`src/rtl/seg_scan_mux_if.sv`:
```
// -----------------------------------------------------------------------------
// seg_scan_mux_if
// Bundles the load/display signals of seg_scan_mux.
//   load        : single-cycle strobe capturing digits_in
//   digits_in   : 4*NUM_DIGITS packed digit codes, digit 0 in bits [3:0]
//   dec         : currently scanned digit code (to the 7-segment decoder)
//   an          : one-hot, active-high digit enable
//   frame_done  : one-cycle pulse at the end of each full scan
//   pending     : a loaded value is waiting for the next frame boundary
// Modports: master (drives load/digits_in), slave (the scan mux itself).
// -----------------------------------------------------------------------------
interface seg_scan_mux_if #(
  parameter int NUM_DIGITS = 4
);
  logic                      load;
  logic [4*NUM_DIGITS-1:0]   digits_in;
  logic [3:0]                dec;
  logic [NUM_DIGITS-1:0]     an;
  logic                      frame_done;
  logic                      pending;

  modport master (
    output load, digits_in,
    input  dec, an, frame_done, pending
  );

  modport slave (
    input  load, digits_in,
    output dec, an, frame_done, pending
  );
endinterface

```
`src/rtl/seg_scan_mux.sv`:
```
// -----------------------------------------------------------------------------
// seg_scan_mux
// Time-multiplexes NUM_DIGITS 4-bit digit codes onto a single decoder input,
// with a one-hot digit enable driven on the same clock edge. New values are
// double-buffered (shadow -> active) and only take effect at a frame boundary.
//
// Ports:
//   clk     : system clock, rising edge
//   rst     : asynchronous, active-high reset
//   bus_if  : seg_scan_mux_if.slave (load, digits_in, dec, an, frame_done,
//             pending)
//
// Parameters:
//   NUM_DIGITS  : digits scanned, 1..8
//   REFRESH_DIV : clock cycles each digit is held, >= 1
//
// Optional build macro:
//   LEAD_ZERO_BLANK_EN : when defined, leading zeros above digit 0 are output
//                        as 4'hF (decoder renders blank); an still asserts.
// -----------------------------------------------------------------------------
module seg_scan_mux #(
  parameter int NUM_DIGITS  = 4,
  parameter int REFRESH_DIV = 50000
) (
  input  logic          clk,
  input  logic          rst,
  seg_scan_mux_if.slave bus_if
);

  localparam int PW = (REFRESH_DIV > 1) ? $clog2(REFRESH_DIV) : 1;
  localparam int IW = (NUM_DIGITS > 1) ? $clog2(NUM_DIGITS) : 1;
  localparam int DW = 4 * NUM_DIGITS;
  localparam logic [PW-1:0] PRE_LAST = PW'(REFRESH_DIV - 1);
  localparam logic [IW-1:0] IDX_LAST = IW'(NUM_DIGITS - 1);

  // Index -> one-hot digit enable.
  function automatic logic [NUM_DIGITS-1:0] onehot(input logic [IW-1:0] idx);
    logic [NUM_DIGITS-1:0] v;
    v = '0;
    for (int i = 0; i < NUM_DIGITS; i++) begin
      if (idx == IW'(i)) v[i] = 1'b1;
    end
    return v;
  endfunction

  // Select the 4-bit code of digit idx from a packed value.
  function automatic logic [3:0] pick_digit(input logic [DW-1:0] val,
                                            input logic [IW-1:0] idx);
    logic [3:0] d;
    d = 4'd0;
    for (int i = 0; i < NUM_DIGITS; i++) begin
      if (idx == IW'(i)) d = val[4*i +: 4];
    end
    return d;
  endfunction

`ifdef LEAD_ZERO_BLANK_EN
  // Bit i set when digit i (i > 0) and every digit above it are zero.
  // Digit 0 is never blanked so an all-zero value still shows "0".
  function automatic logic [NUM_DIGITS-1:0] blank_mask(input logic [DW-1:0] val);
    logic [NUM_DIGITS-1:0] m;
    logic                  above_zero;
    m          = '0;
    above_zero = 1'b1;
    for (int i = NUM_DIGITS - 1; i > 0; i--) begin
      above_zero = above_zero & (val[4*i +: 4] == 4'd0);
      m[i]       = above_zero;
    end
    return m;
  endfunction
`endif

  logic [PW-1:0]         prescaler_q, prescaler_d;
  logic [IW-1:0]         idx_q, idx_d;
  logic [DW-1:0]         shadow_q, shadow_d;
  logic [DW-1:0]         active_q, active_d;
  logic                  pending_q, pending_d;
  logic                  frame_done_q, frame_done_d;
  logic [NUM_DIGITS-1:0] an_q, an_d;
  logic [3:0]            dec_q, dec_d;
  logic                  tick;
  logic                  frame_end;
`ifdef LEAD_ZERO_BLANK_EN
  logic [NUM_DIGITS-1:0] blank_d;
`endif

  always_comb begin
    tick      = (prescaler_q == PRE_LAST);
    frame_end = tick && (idx_q == IDX_LAST);

    prescaler_d = tick ? '0 : prescaler_q + PW'(1);

    idx_d = idx_q;
    if (tick) idx_d = (idx_q == IDX_LAST) ? '0 : idx_q + IW'(1);

    shadow_d = bus_if.load ? bus_if.digits_in : shadow_q;

    // A load on the boundary edge bypasses the shadow straight into active,
    // so nothing is left pending.
    active_d  = active_q;
    pending_d = pending_q;
    if (frame_end) begin
      pending_d = 1'b0;
      if (bus_if.load)    active_d = bus_if.digits_in;
      else if (pending_q) active_d = shadow_q;
    end else if (bus_if.load) begin
      pending_d = 1'b1;
    end

    frame_done_d = frame_end;

    // Outputs are built from next-state values so an and dec step together
    // and the new frame's digit 0 appears on the boundary edge itself.
    an_d  = onehot(idx_d);
    dec_d = pick_digit(active_d, idx_d);
`ifdef LEAD_ZERO_BLANK_EN
    blank_d = blank_mask(active_d);
    if (|(blank_d & an_d)) dec_d = 4'hF;
`endif
  end

  always_ff @(posedge clk or posedge rst) begin
    if (rst) begin
      prescaler_q  <= '0;
      idx_q        <= '0;
      shadow_q     <= '0;
      active_q     <= '0;
      pending_q    <= 1'b0;
      frame_done_q <= 1'b0;
      an_q         <= '0;
      dec_q        <= 4'd0;
    end else begin
      prescaler_q  <= prescaler_d;
      idx_q        <= idx_d;
      shadow_q     <= shadow_d;
      active_q     <= active_d;
      pending_q    <= pending_d;
      frame_done_q <= frame_done_d;
      an_q         <= an_d;
      dec_q        <= dec_d;
    end
  end

  assign bus_if.dec        = dec_q;
  assign bus_if.an         = an_q;
  assign bus_if.frame_done = frame_done_q;
  assign bus_if.pending    = pending_q;

endmodule

```
`src/flat_wrapper.sv`:
```
// flat-port wrapper written by rule: the top's interface ports become plain ports
module seg_scan_mux_flat 
#(
  parameter int NUM_DIGITS  = 4,
  parameter int REFRESH_DIV = 50000
)
  (clk, rst, bus_if_load, bus_if_digits_in, bus_if_dec, bus_if_an, bus_if_frame_done, bus_if_pending);
  seg_scan_mux_if #(.NUM_DIGITS(NUM_DIGITS)) bus_if_i ();
  input  logic clk;
  input  logic rst;
  input wire logic [$bits(bus_if_i.load)-1:0] bus_if_load;
  input wire logic [$bits(bus_if_i.digits_in)-1:0] bus_if_digits_in;
  output wire logic [$bits(bus_if_i.dec)-1:0] bus_if_dec;
  output wire logic [$bits(bus_if_i.an)-1:0] bus_if_an;
  output wire logic [$bits(bus_if_i.frame_done)-1:0] bus_if_frame_done;
  output wire logic [$bits(bus_if_i.pending)-1:0] bus_if_pending;
  assign bus_if_i.load = bus_if_load;
  assign bus_if_i.digits_in = bus_if_digits_in;
  assign bus_if_dec = bus_if_i.dec;
  assign bus_if_an = bus_if_i.an;
  assign bus_if_frame_done = bus_if_i.frame_done;
  assign bus_if_pending = bus_if_i.pending;
  seg_scan_mux #(.NUM_DIGITS(NUM_DIGITS), .REFRESH_DIV(REFRESH_DIV)) u_core (.clk(clk), .rst(rst), .bus_if(bus_if_i));
endmodule
```
`config.mk`:
```
export PLATFORM = sky130hd
export DESIGN_NAME = seg_scan_mux_flat
export DESIGN_NICKNAME = d
export VERILOG_FILES = /design/src/rtl/seg_scan_mux_if.sv /design/src/rtl/seg_scan_mux.sv /design/src/flat_wrapper.sv
export SDC_FILE = /design/constraint.sdc
export NUM_CORES = 1
export LEC_CHECK = 0
export ABC_AREA = 1
export CAP_MARGIN = 40
export CELL_PAD_IN_SITES_DETAIL_PLACEMENT = 1
export CELL_PAD_IN_SITES_GLOBAL_PLACEMENT = 2
export CORE_AREA = 2 2 99 101
export CTS_CLUSTER_SIZE = 14
export DETAILED_ROUTE_END_ITERATION = 8
export DIE_AREA = 0 0 101 103
export PLACE_DENSITY_LB_ADDON = 0.1
export RECOVER_POWER = 100
export SLEW_MARGIN = 20
export SYNTH_ARGS = -nofsm -noshare
export SYNTH_HDL_FRONTEND = slang
export SYNTH_SLANG_ARGS = --single-unit
```
`constraint.sdc`:
```
create_clock -name clk -period 2.3 [get_ports clk]
set_clock_uncertainty 0.1 [all_clocks]
set_input_delay 0.46 -clock clk [delete_from_list [all_inputs] [get_ports clk]]
set_output_delay 0.46 -clock clk [all_outputs]
set_load 0.005 [all_outputs]
```
==> metrics.cfg, run 1 <==
[outcome]
run_status = completed

[timing]
hold_violations = 0
rsz0062_at_grt = no
slew-limit-headroom_pct = 6.919
finalCriticalPeriod_ns = 2.041
setup_viol_count_final = 0
final-max-slew-violation-count = 0
finalSetupTns_ns = 0
final.period_utilization_pct = 88.74
fmaxAchievable_mhz = 490.0
worst-slew-pin-transition_ns = 1.396

[worst_hold_path]
hold_class = reg -> reg
min-delay-start = u_core.shadow_q[13]$_DFFE_PP0P_
min_to = u_core.shadow_q[13]$_DFFE_PP0P_
hold_path_depth = 2

[layout]
layout_common_cells = sky130_fd_sc_hd__nand2_1, sky130_fd_sc_hd__dfrtp_1, sky130_fd_sc_hd__inv_1
layout_commonest_cell = sky130_fd_sc_hd__nand2_1
layout-drive-gt1-share_pct = 9.238
synthToLayoutAreaGrowth_pct = 19.35
layout.filler_cells = 1170
antenna_cells_inserted = 0
fin_nets = 450

[clock_tree]
clk_transition_reported_paths_ns = 0.08
cts.htree.levels = 3
postCtsResizedCells = 0
numClockSinks = 60
postCtsSetupRepairBufs = 0
clk-insertion-delay-late_ns = 0.33
cts_root_buf = sky130_fd_sc_hd__clkbuf_8
clock_tree_from_tritoncts = done
holdBufCountCts = 0
tritoncts.num_buffers = 9
cts.path.max_buffers = 2

[floorplan]
dieHeight_um = 103
die_x_um = 101
placementRows = 36
ios = 29
floorplan_core_area_um2 = 9459
die_area_um2 = 10400
start_util_pct = 31.79

[global_route]
grt_pass1_wl_um = 13500
first_global_vias = 2676
grt_util_all_layers_pct = 17.14
grt_antenna_before_repair = 0
overflow = 0
largest_net_degree_at_the_start_of_global_routing = 61

[route]
via_per_inst = 4.636
route.antenna.remaining_nets = 0
drc = 0
dr.first_iter.drc_count = 124
post_drt_wl_per_cell_um = 14.69
drt_pre_antenna_iters = 4
wl_um = 8034
via_count = 2536

[setup_path]
worstSetupStartpointType = flip-flop
critical_path_peak_fanout = 5
worstPathRequired_ns = 2.42
timing_worst_setup_path_type = reg -> reg
setup.worst_path.end_class = flip-flop
r2r.worst_path.cells = 10
r2r-start = u_core.prescaler_q[0]$_DFF_PP0_
regToRegSetupSlack_ns = 0.26
crit_arrival_ns = 2.16
timing.rr.end = u_core.bus_if.dec[0]$_DFF_PP0_

[synthesis]
synth.avg_cell_area_um2 = 7.709
ys_ff_latch = 60
netlist_top_cells_area = sky130_fd_sc_hd__dfrtp_1, sky130_fd_sc_hd__nand2_1, sky130_fd_sc_hd__inv_1
synth_fp_nets = 411
synth.lib_cells_used.distinct = 30
yosysWarningCount = 0
synthDominantAreaCellType = sky130_fd_sc_hd__dfrtp_1
syn-instance-count = 390
synth_area_um2 = 3007
synth.top_cell.area_share_pct = 49.94
yosysSeqAreaShare_pct = 49.94

[placement]
io_buffer_count = 28
place.detailed.hpwl_um = 5703
gp_congestion = 0.7490

[pwr]
cellLeakagePower_nw = 1.871
irDropWorstVdd_mv = 0.2792
powerDensity_nw_per_um2 = 605.2
power_after_layout_w = 0.002172

[flow_run]
max_cap_violations = 0

[stage by stage]
step | setup WS [ns] | hold slack [ns] | utilization, % | instance area (µm²) | instances
final | 0.2591 | 0.3738 | 37.94 | 3588 | 547
after CTS | 0.2212 | 0.3798 | 38.43 | 3635 | 547
after floorplan | 0.2553 | 0.3298 | - | 3007 | 390
after global routing | 0.03515 | 0.3940 | 37.94 | 3588 | 547
after global placement | 0.1908 | 0.3527 | 36.40 | 3443 | 532
after detailed placement | 0.1624 | 0.3622 | 36.40 | 3443 | 532
[flip-flops by register name (all words and copies together), names as in the netlist]
register                  cells
u_core.active_q              16
u_core.bus_if.pending         1
u_core.bus_if.an              4
u_core.idx_q                  2
u_core.bus_if.dec             4
u_core.shadow_q              16
u_core.prescaler_q           16
u_core.bus_if.frame_done      1
[synth_stat cells, drive strengths merged]
cell    number
nor2        51
buf          7
ha           2
inv         59
a31oi        1
xor2         5
o21ai       14
nand4        2
a21boi       5
nand3       30
o21a         3
nor3         5
clkbuf       2
or2          2
a21oi        6
nand3b       1
nand2      134
dfrtp       60
nor4         1
[logic make-up after synthesis]
logic type / synth area share, %
compound gates: 5.660
xor+xnor: 1.456
fa+ha+maj: 0.8322
buf+inv: 9.571
flops: 49.94
simple gates: 32.54
[worst max-delay path, cell delays in order, from the launching register on]
cell	delay (ns)
sky130_fd_sc_hd__dfrtp_1	0.38
sky130_fd_sc_hd__ha_1	0.22
sky130_fd_sc_hd__nand3_1	0.18
sky130_fd_sc_hd__nor2_1	0.25
sky130_fd_sc_hd__nand2_1	0.12
sky130_fd_sc_hd__nand2_1	0.11
sky130_fd_sc_hd__nand2_4	0.08
sky130_fd_sc_hd__nand2_1	0.21
sky130_fd_sc_hd__nor2_1	0.08
sky130_fd_sc_hd__nor2_1	0.12
sky130_fd_sc_hd__nand3_1	0.08
[worst max-delay path by stage]
stage / from / endpoint / slack [ns] / cells after the start
after floorplan: rst / u_core.active_q[0]$_DFF_PP0_ / 0.26 / 1
after global placement: bus_if_load / u_core.bus_if.dec[1]$_DFF_PP0_ / 0.19 / 9
after detailed placement: bus_if_load / u_core.bus_if.dec[1]$_DFF_PP0_ / 0.16 / 9
after CTS: u_core.prescaler_q[0]$_DFF_PP0_ / u_core.bus_if.dec[1]$_DFF_PP0_ / 0.22 / 10
after global routing: u_core.prescaler_q[0]$_DFF_PP0_ / u_core.bus_if.dec[1]$_DFF_PP0_ / 0.04 / 10
final: u_core.prescaler_q[0]$_DFF_PP0_ / u_core.bus_if.dec[0]$_DFF_PP0_ / 0.26 / 10
[layout make-up]
cell class / instances / area, µm² / area share, %
inverter: 59 / 221.5 / 6.172
sequential: 60 / 1501 / 41.84
clock inverter: 4 / 50.05 / 1.395
clock buffer: 11 / 141.4 / 3.940
tap: 114 / 142.6 / 3.975
multi-input combinational: 262 / 1191 / 33.19
timing repair buffer: 37 / 340.3 / 9.484
[power breakdown]
part / internal [W] / switching (W)
registers: 0.00108 / 0.0000102
clock network: 0.000523 / 0.000438
logic: 0.0000523 / 0.0000676
[layer usage]
metal,track usage [%],vias to the layer above,routed length [µm]
met4,6.133,0,55
met5,0,-,0
met3,2.576,5,186
met1,21.18,1231,3617
li1,-,1274,-
met2,30.51,26,4174
Note: power is estimated with default switching activity, not from simulation.
==> run 2, diff against run 1 <==
--- a/config.mk
+++ b/config.mk
@@ -5,14 +5,13 @@
 export SDC_FILE = /design/constraint.sdc
 export NUM_CORES = 1
 export LEC_CHECK = 0
-export ABC_AREA = 1
 export CAP_MARGIN = 40
 export CELL_PAD_IN_SITES_DETAIL_PLACEMENT = 1
 export CELL_PAD_IN_SITES_GLOBAL_PLACEMENT = 2
-export CORE_AREA = 2 2 99 101
+export CORE_AREA = 2 2 88 90
 export CTS_CLUSTER_SIZE = 14
 export DETAILED_ROUTE_END_ITERATION = 8
-export DIE_AREA = 0 0 101 103
+export DIE_AREA = 0 0 90 92
 export PLACE_DENSITY_LB_ADDON = 0.1
 export RECOVER_POWER = 100
 export SLEW_MARGIN = 20
==> run 2 against run 1 <==
The flow now finishes with violations (max-capacitance violations, max-slew violations). Die area decreased by 20%. Maximum frequency down 10%. Global-route usage grew 0.11 points. Critical endpoint is now u_core.bus_if.dec[1]$_DFF_PP0_. Highest routed layer unchanged.
==> metrics.cfg, run 2 <==
[timing]
worst_slack_ns = 0.02669  ; was 0.2591 ns
fmaxAchievable_mhz = 439.9  ; was 490.0 MHz
final-max-slew-violation-count = 61  ; was 0
rsz0062_at_grt = yes  ; was no
setup_viol_count_final = 0  ; unchanged
hold_slack_ns = 0.4052  ; was 0.3738 ns
slew-limit-headroom_pct = -2.284  ; was 6.919%
worst-slew-pin-transition_ns = 1.534  ; was 1.396 ns
finalCriticalPeriod_ns = 2.273  ; was 2.041 ns
final.period_utilization_pct = 98.84  ; was 88.74%
hold_violations = 0  ; unchanged

[placement]
io_buffer_count = 28  ; unchanged
gp_congestion = 0.6820  ; was 0.7490
dpl-instance-area_um2 = 3341  ; was 3443 µm²
place.detailed.hpwl_um = 4667  ; was 5703 µm
placedCellCount = 386  ; was 532
post-place-ws_ns = -0.1992  ; was 0.1624 ns

[floorplan]
start_util_pct = 35.89  ; was 31.79%
ios = 29  ; unchanged
dieHeight_um = 92  ; was 103 µm
die_x_um = 90  ; was 101 µm
floorplan_core_area_um2 = 7447  ; was 9459 µm²
die_area_um2 = 8280  ; was 10,400 µm²
placementRows = 32  ; was 36

[synthesis]
yosysSeqAreaShare_pct = 56.18  ; was 49.94%
yosys-top-cells-count = sky130_fd_sc_hd__dfrtp_1, sky130_fd_sc_hd__nand2_1, sky130_fd_sc_hd__nand3_1, sky130_fd_sc_hd__nor2_1, sky130_fd_sc_hd__mux2_2  ; was sky130_fd_sc_hd__nand2_1, sky130_fd_sc_hd__dfrtp_1, sky130_fd_sc_hd__inv_1, sky130_fd_sc_hd__nor2_1, sky130_fd_sc_hd__nand3_1
synth-async-reset-ratio_pct = 100.0  ; unchanged
synth_adder_area_share_pct = 0.9363  ; was 0.8323%
yosysWarningCount = 0  ; unchanged
synthDominantAreaCellType = sky130_fd_sc_hd__dfrtp_1  ; unchanged
synth.top_cell.area_share_pct = 56.18  ; was 49.94%
synth-compound-area-share_pct = 9.129  ; was 5.660%
synth_enable_flop_cells = 0  ; unchanged
synthMuxAreaShare_pct = 7.116  ; was 0%
synth.lib_cells_used.distinct = 38  ; was 30
ys_ff_latch = 60  ; unchanged
synth_xor_area_share_pct = 4.588  ; was 1.457%
predominant_post_synthesis_flop_cell = sky130_fd_sc_hd__dfrtp_1  ; unchanged
synth.avg_cell_area_um2 = 11.88  ; was 7.709 µm²
netlist_top_cells_area = sky130_fd_sc_hd__dfrtp_1, sky130_fd_sc_hd__mux2_2, sky130_fd_sc_hd__a32oi_1  ; was sky130_fd_sc_hd__dfrtp_1, sky130_fd_sc_hd__nand2_1, sky130_fd_sc_hd__inv_1
synth_fp_nets = 246  ; was 411
dominant_combinational_cell_family_by_area_after_synthesis = simple AND/OR/NAND/NOR gates  ; unchanged
synth_area_um2 = 2673  ; was 3007 µm²
synth_simple_gate_area_share_pct = 17.93  ; was 32.54%
syn-instance-count = 225  ; was 390
most_frequent_cell_after_synthesis = sky130_fd_sc_hd__dfrtp_1  ; was sky130_fd_sc_hd__nand2_1

[setup_path]
setup.worst_path.end_class = flip-flop  ; unchanged
timing.rr.end = u_core.bus_if.dec[1]$_DFF_PP0_  ; was u_core.bus_if.dec[0]$_DFF_PP0_
crit_arrival_ns = 2.41  ; was 2.16 ns
critical_path_s_slowest_cell = sky130_fd_sc_hd__or4_4  ; was sky130_fd_sc_hd__dfrtp_1
timing.critical_path.cells = or4b_4, or4_4, buf_4, nand2_2, nand3_2, a22oi_2, nand2_1  ; was ha_1, nand3_1, nor2_1, nand2_1, nand2_1, nand2_4, nand2_1, nor2_1, nor2_1, nand3_1
worstPathRequired_ns = 2.43  ; was 2.42 ns
worstSetupStartpointType = flip-flop  ; unchanged
critical_path_peak_fanout = 12  ; was 5
r2r-start = u_core.prescaler_q[12]$_DFF_PP0_  ; was u_core.prescaler_q[0]$_DFF_PP0_
timing_worst_setup_path_type = reg -> reg  ; unchanged
regToRegSetupSlack_ns = 0.03  ; was 0.26 ns
worst_path_largest_cell_delay_ns = 0.54  ; was 0.38 ns
r2r.worst_path.cells = 7  ; was 10

[layout]
layout_common_cells = sky130_fd_sc_hd__dfrtp_1, sky130_fd_sc_hd__buf_4, sky130_fd_sc_hd__clkdlybuf4s50_1  ; was sky130_fd_sc_hd__nand2_1, sky130_fd_sc_hd__dfrtp_1, sky130_fd_sc_hd__inv_1
reg.largest.list = u_core.active_q x16, u_core.prescaler_q x16, u_core.shadow_q x16  ; unchanged
fin_area_um2 = 3712  ; was 3588 µm²
stdcell_count = 415  ; was 547
synthToLayoutAreaGrowth_pct = 38.90  ; was 19.35%
layout_commonest_cell = sky130_fd_sc_hd__dfrtp_1  ; was sky130_fd_sc_hd__nand2_1
layout-drive-gt1-share_pct = 36.10  ; was 9.238%
antenna_cells_inserted = 0  ; unchanged
fin_nets = 329  ; was 450

[global_route]
grt_antenna_before_repair = 0  ; unchanged
grt_pass1_wl_um = 11030  ; was 13,500 µm
first_global_vias = 2206  ; was 2,676
grt_util_all_layers_pct = 17.25  ; was 17.14%
largest_net_degree_at_the_start_of_global_routing = 61  ; unchanged
overflow = 0  ; unchanged

[pwr]
cellLeakagePower_nw = 1.688  ; was 1.871 nW
irDropWorstVdd_mv = 0.3223  ; was 0.2792 mV
powerDensity_nw_per_um2 = 585.1  ; was 605.2 nW/µm²

[clock_tree]
clock_tree_from_tritoncts = done  ; unchanged
cts_root_buf = sky130_fd_sc_hd__clkbuf_8  ; unchanged
numClockSinks = 60  ; unchanged
cts.path.max_buffers = 2  ; unchanged
clk-insertion-delay-late_ns = 0.35  ; was 0.33 ns
cts.htree.levels = 3  ; unchanged
tritoncts.num_buffers = 9  ; unchanged
clk_transition_reported_paths_ns = 0.08  ; about the same

[worst_hold_path]
hold_class = reg -> reg  ; unchanged
hold_path_depth = 1  ; was 2
min-delay-start = u_core.active_q[3]$_DFF_PP0_  ; was u_core.shadow_q[13]$_DFFE_PP0P_
min_to = u_core.active_q[3]$_DFF_PP0_  ; was u_core.shadow_q[13]$_DFFE_PP0P_

[route]
drc = 0  ; unchanged
post_drt_wl_per_cell_um = 15.94  ; was 14.69 µm
via_per_inst = 4.908  ; was 4.636
dr.first_iter.drc_count = 82  ; was 124
wl_um = 6615  ; was 8034 µm
drt_pre_antenna_iters = 4  ; unchanged
via_count = 2037  ; was 2,536
route.antenna.remaining_nets = 0  ; unchanged

[flow_run]
max_cap_violations = 1  ; was 0

[outcome]
run_status = finished with violations  ; was completed
failed_checks = max-capacitance violations, max-slew violations

## run 2: changes by cell type in the layout (fill, tap and decap cells not counted), sizes merged, moves of 16 or more
cell	previous run	this run
inv	58	7
mux2	0	16
buf	7	50
nand2	134	22
nor2	51	17
## run 2: cell families after synthesis
| logic type | Yosys count |
|---|---|
| buffers and inverters | 19 |
| AOI/OAI and AO/OA | 31 |
| and+or+nand+nor | 82 |
| xor gates and xnor gates | 14 |
| adders and majority gates | 2 |
| muxes | 17 |
| DFF | 60 |
## run 2: power breakdown
group / switching, W / internal (W)
Combinational: 0.0000545 / 0.0000507
Clock: 0.000445 / 0.000527
Sequential: 0.0000124 / 0.00108
## run 2: per-stage QoR
step / TNS, ns / util [%] / total power (W)
6_report: 0 / 49.85 / 0.002172
5_1_grt: -0.4196 / 49.85 / 0.002263
4_1_cts: -0.1081 / 49.56 / 0.002213
3_5_place_dp: -0.6723 / 44.86 / 0.001231
3_3_place_gp: -0.4665 / 44.86 / 0.001229
2_1_floorplan: -0.2123 / - / 0.001166
## run 2: critical path, delay by kind of cell (launching register included)
family                 cells  cell delay [ns]
flip-flops                 1             0.40
AO/OA/AOI/OAI              1             0.21
buffers and inverters      1             0.19
AND/OR/NAND/NOR            5             1.26
## run 2: worst max-delay path by stage
stage / from / to / cells past startpoint
CTS: u_core.prescaler_q[12]$_DFF_PP0_ / u_core.bus_if.dec[3]$_DFF_PP0_ / 7
finish: u_core.prescaler_q[12]$_DFF_PP0_ / u_core.bus_if.dec[1]$_DFF_PP0_ / 7
global placement: bus_if_load / u_core.bus_if.dec[0]$_DFF_PP0_ / 6
floorplan: u_core.prescaler_q[11]$_DFF_PP0_ / u_core.bus_if.dec[2]$_DFF_PP0_ / 9
global route: u_core.prescaler_q[0]$_DFF_PP0_ / u_core.bus_if.dec[0]$_DFF_PP0_ / 10
detailed placement: bus_if_load / u_core.bus_if.dec[0]$_DFF_PP0_ / 6
## run 2: final cells by class
class	count	area, µm²
Clock buffer	10	137.6
Tap cell	102	127.6
Sequential cell	60	1501
Inverter	8	30.03
Timing Repair Buffer	83	694.4
Multi-Input combinational cell	146	1157
Fill cell	826	3735
Clock inverter	6	63.81
## run 2: routing by layer
| layer | share of wire [%] | track usage (%) | up-vias |
|---|---|---|---|
| li1 | - | - | 969 |
| met5 | 0 | 0 | - |
| met2 | 53 | 30.64 | 27 |
| met3 | 3.0 | 4.930 | 9 |
| met1 | 43 | 20.10 | 1032 |
| met4 | 1.3 | 5.641 | 0 |
## run 2: repair_timing
item / 4_1_cts / 5_1_grt
hold buffers: 0 / 0
setup buffers: 11 / 3
cloned: 0 / 0
gates resized for setup: 19 / 7
endpoints found under the setup margin: 4 / 7
endpoints found under the hold margin: 0 / 0
pin swaps: 11 / 3
==> run 3, diff against run 2 <==
--- a/config.mk
+++ b/config.mk
@@ -8,10 +8,10 @@
 export CAP_MARGIN = 40
 export CELL_PAD_IN_SITES_DETAIL_PLACEMENT = 1
 export CELL_PAD_IN_SITES_GLOBAL_PLACEMENT = 2
-export CORE_AREA = 2 2 88 90
+export CORE_AREA = 2 2 68 118
 export CTS_CLUSTER_SIZE = 14
 export DETAILED_ROUTE_END_ITERATION = 8
-export DIE_AREA = 0 0 90 92
+export DIE_AREA = 0 0 70 120
 export PLACE_DENSITY_LB_ADDON = 0.1
 export RECOVER_POWER = 100
 export SLEW_MARGIN = 20
==> run 3 against run 2 <==
The flow finishes with violations (negative setup slack). Clock power is 24% higher. Non-clock buffer count is 5 lower. Die area is 1.4% higher. Design area is 1.4% higher. Final cell count is 4.3% lower. Via count is 1.5% higher. Clock-buffer cell count is 1 higher. Register-to-register slack worse by 0.13 ns. Power is 11% higher. Global-route usage is 1.3 points higher. Largest cell class unchanged.
==> metrics.cfg, run 3 (synthesis results as in run 2) <==
[pwr]
irDropWorstVdd_mv = 0.3502  ; was 0.3223 mV
switching_share_pct = 22.03  ; was 23.58%
power.internal_w = 0.001884  ; was 0.001660 W
power_after_layout_w = 0.002416  ; was 0.002172 W
power.sequential.fraction_pct = 45.4  ; was 50.4%
power.clock.fraction_pct = 50.3  ; was 44.8%
cellLeakagePower_nw = 1.698  ; was 1.688 nW
power.net_switching_w = 0.0005321  ; was 0.0005122 W
combinationalPowerShare_pct = 4.3  ; was 4.8%
powerDensity_nw_per_um2 = 641.8  ; was 585.1 nW/µm²

[timing]
rsz0062_at_grt = yes  ; unchanged
fmaxAchievable_mhz = 415.8  ; was 439.9 MHz
setup_viol_count_final = 4  ; was 0
hold_violations = 0  ; unchanged
final.period_utilization_pct = 104.6  ; was 98.84%
final-max-slew-violation-count = 0  ; was 61
worst-slew-pin-transition_ns = 1.489  ; was 1.534 ns
finalCriticalPeriod_ns = 2.405  ; was 2.273 ns
worst_slack_ns = -0.1052  ; was 0.02669 ns
slew-limit-headroom_pct = 0.7535  ; was -2.284%

[floorplan]
start_util_pct = 35.81  ; was 35.89%
dieHeight_um = 120  ; was 92 µm
die_x_um = 70  ; was 90 µm
placementRows = 42  ; was 32
ios = 29  ; unchanged
die_area_um2 = 8400  ; was 8280 µm²
floorplan_core_area_um2 = 7462  ; was 7447 µm²

[route]
wl_um = 7051  ; was 6615 µm
dr.first_iter.drc_count = 49  ; was 82
via_per_inst = 5.209  ; was 4.908
via_count = 2068  ; was 2,037
drc = 0  ; unchanged
drt_pre_antenna_iters = 4  ; unchanged
route.antenna.remaining_nets = 0  ; unchanged
post_drt_wl_per_cell_um = 17.76  ; was 15.94 µm

[clock_tree]
tritoncts.num_buffers = 9  ; unchanged
cts_root_buf = sky130_fd_sc_hd__clkbuf_16  ; was sky130_fd_sc_hd__clkbuf_8
numClockSinks = 60  ; unchanged
clock_tree_from_tritoncts = done  ; unchanged
clk-insertion-delay-late_ns = 0.33  ; was 0.35 ns
clk_transition_reported_paths_ns = 0.05  ; was 0.08 ns
cts.path.max_buffers = 2  ; unchanged
cts.htree.levels = 3  ; unchanged

[flow_run]
max_cap_violations = 0  ; was 1

[layout]
layout_common_cells = sky130_fd_sc_hd__dfrtp_1, sky130_fd_sc_hd__buf_4, sky130_fd_sc_hd__clkdlybuf4s50_1  ; unchanged
antenna_cells_inserted = 0  ; unchanged
fin_nets = 325  ; was 329
fin_area_um2 = 3764  ; was 3712 µm²
synthToLayoutAreaGrowth_pct = 40.82  ; was 38.90%
layout-drive-gt1-share_pct = 34.95  ; was 36.10%
reg.largest.list = u_core.active_q x16, u_core.prescaler_q x16, u_core.shadow_q x16  ; unchanged
layout.filler_cells = 815  ; was 826
layout_commonest_cell = sky130_fd_sc_hd__dfrtp_1  ; unchanged

[setup_path]
worstPathRequired_ns = 2.41  ; was 2.43 ns
crit_arrival_ns = 2.52  ; was 2.41 ns
setup.worst_path.end_class = flip-flop  ; unchanged
setup.worst_path.start = u_core.prescaler_q[13]$_DFF_PP0_  ; was u_core.prescaler_q[12]$_DFF_PP0_
r2r-start = u_core.prescaler_q[13]$_DFF_PP0_  ; was u_core.prescaler_q[12]$_DFF_PP0_
critical_path_peak_fanout = 5  ; was 12
timing_worst_setup_path_type = reg -> reg  ; unchanged
worstSetupStartpointType = flip-flop  ; unchanged

[placement]
io_buffer_count = 28  ; unchanged
gp_congestion = 0.7362  ; was 0.6820
place.detailed.hpwl_um = 5080  ; was 4667 µm
dpl-instance-area_um2 = 3321  ; was 3341 µm²

[outcome]
run_status = finished with violations  ; unchanged
failed_checks = negative setup slack  ; was max-capacitance violations, max-slew violations

[global_route]
grt_pass1_wl_um = 11790  ; was 11,030 µm
grt_antenna_before_repair = 0  ; unchanged
grt_util_all_layers_pct = 18.56  ; was 17.25%
first_global_vias = 2359  ; was 2,206
overflow = 0  ; unchanged
largest_net_degree_at_the_start_of_global_routing = 61  ; unchanged

[worst_hold_path]
hold_class = reg -> reg  ; unchanged
min-delay-start = u_core.shadow_q[3]$_DFFE_PP0P_  ; was u_core.active_q[3]$_DFF_PP0_

==> run 3: what timing repair did <==
item	CTS	global route
setup buffers	7	3
pin swaps	9	10
cloned	1	0
endpoints found under the setup margin	4	6
resized for setup	14	16
hold buffers	0	0
==> run 3: final timing paths <==
kind | cells past startpoint | slack [ns] | endpoint
worst max register to register | 6 | -0.11 | u_core.bus_if.dec[3]$_DFF_PP0_
min in group asynchronous | 3 | 0.83 | u_core.prescaler_q[10]$_DFF_PP0_
worst max-delay path | 6 | -0.11 | u_core.bus_if.dec[3]$_DFF_PP0_
worst min register to register | 1 | 0.39 | u_core.shadow_q[3]$_DFFE_PP0P_
max in group asynchronous | 3 | 0.35 | u_core.prescaler_q[1]$_DFF_PP0_
worst min-delay path | 1 | 0.39 | u_core.shadow_q[3]$_DFFE_PP0P_
==> run 3: per-stage QoR <==
stage	utilization [%]	setup TNS [ns]	instances	setup slack, ns	hold slack [ns]
after floorplan	-	-0.2123	225	-0.06407	0.3237
after detailed placement	44.50	-0.4515	370	-0.1812	0.3881
final	50.44	-0.3015	397	-0.1052	0.3926
after CTS	49.56	-0.3680	394	-0.1037	0.4003
after global placement	44.50	-0.3545	370	-0.2094	0.3847
after global routing	50.44	-0.6094	397	-0.1790	0.4196
==> run 3: power groups by stage <==
| stage | Combinational, W | Sequential (W) | Clock, W |
|---|---|---|---|
| 2_1_floorplan | 0.0000562 | 0.00111 | 0 |
| 3_3_place_gp | 0.000113 | 0.00111 | 0 |
| 3_5_place_dp | 0.000115 | 0.00112 | 0 |
| 4_1_cts | 0.000116 | 0.00110 | 0.00124 |
| 5_1_grt | 0.000118 | 0.00110 | 0.00128 |
| 6_report | 0.000104 | 0.00110 | 0.00121 |
==> run 3: cell type report <==
type,instances,area (µm²),area share [%]
clock inverters,5,27.53,0.7314
flip-flops and latches,60,1501,39.89
clock buffers,11,242.7,6.449
multi-input cells,147,1192,31.68
well taps,88,110.1,2.926
inverters,8,30.03,0.7979
repair buffers,78,659.4,17.52
==> run 3: per-layer routing <==
metal	GRT usage, %	wire, µm	up-vias
met5	0	0	-
met4	9.736	133	0
met3	4.030	206	10
met2	34.88	4197	29
met1	18.60	2515	1071
li1	-	-	958
==> run 3: worst max-delay path, cell delays in order, from the launching register on <==
cell                      delay [ns]
sky130_fd_sc_hd__dfrtp_1        0.40
sky130_fd_sc_hd__or4b_4         0.58
sky130_fd_sc_hd__or4_4          0.61
sky130_fd_sc_hd__o21ai_1        0.17
sky130_fd_sc_hd__nand3_1        0.15
sky130_fd_sc_hd__a22oi_1        0.21
sky130_fd_sc_hd__nand2_1        0.07
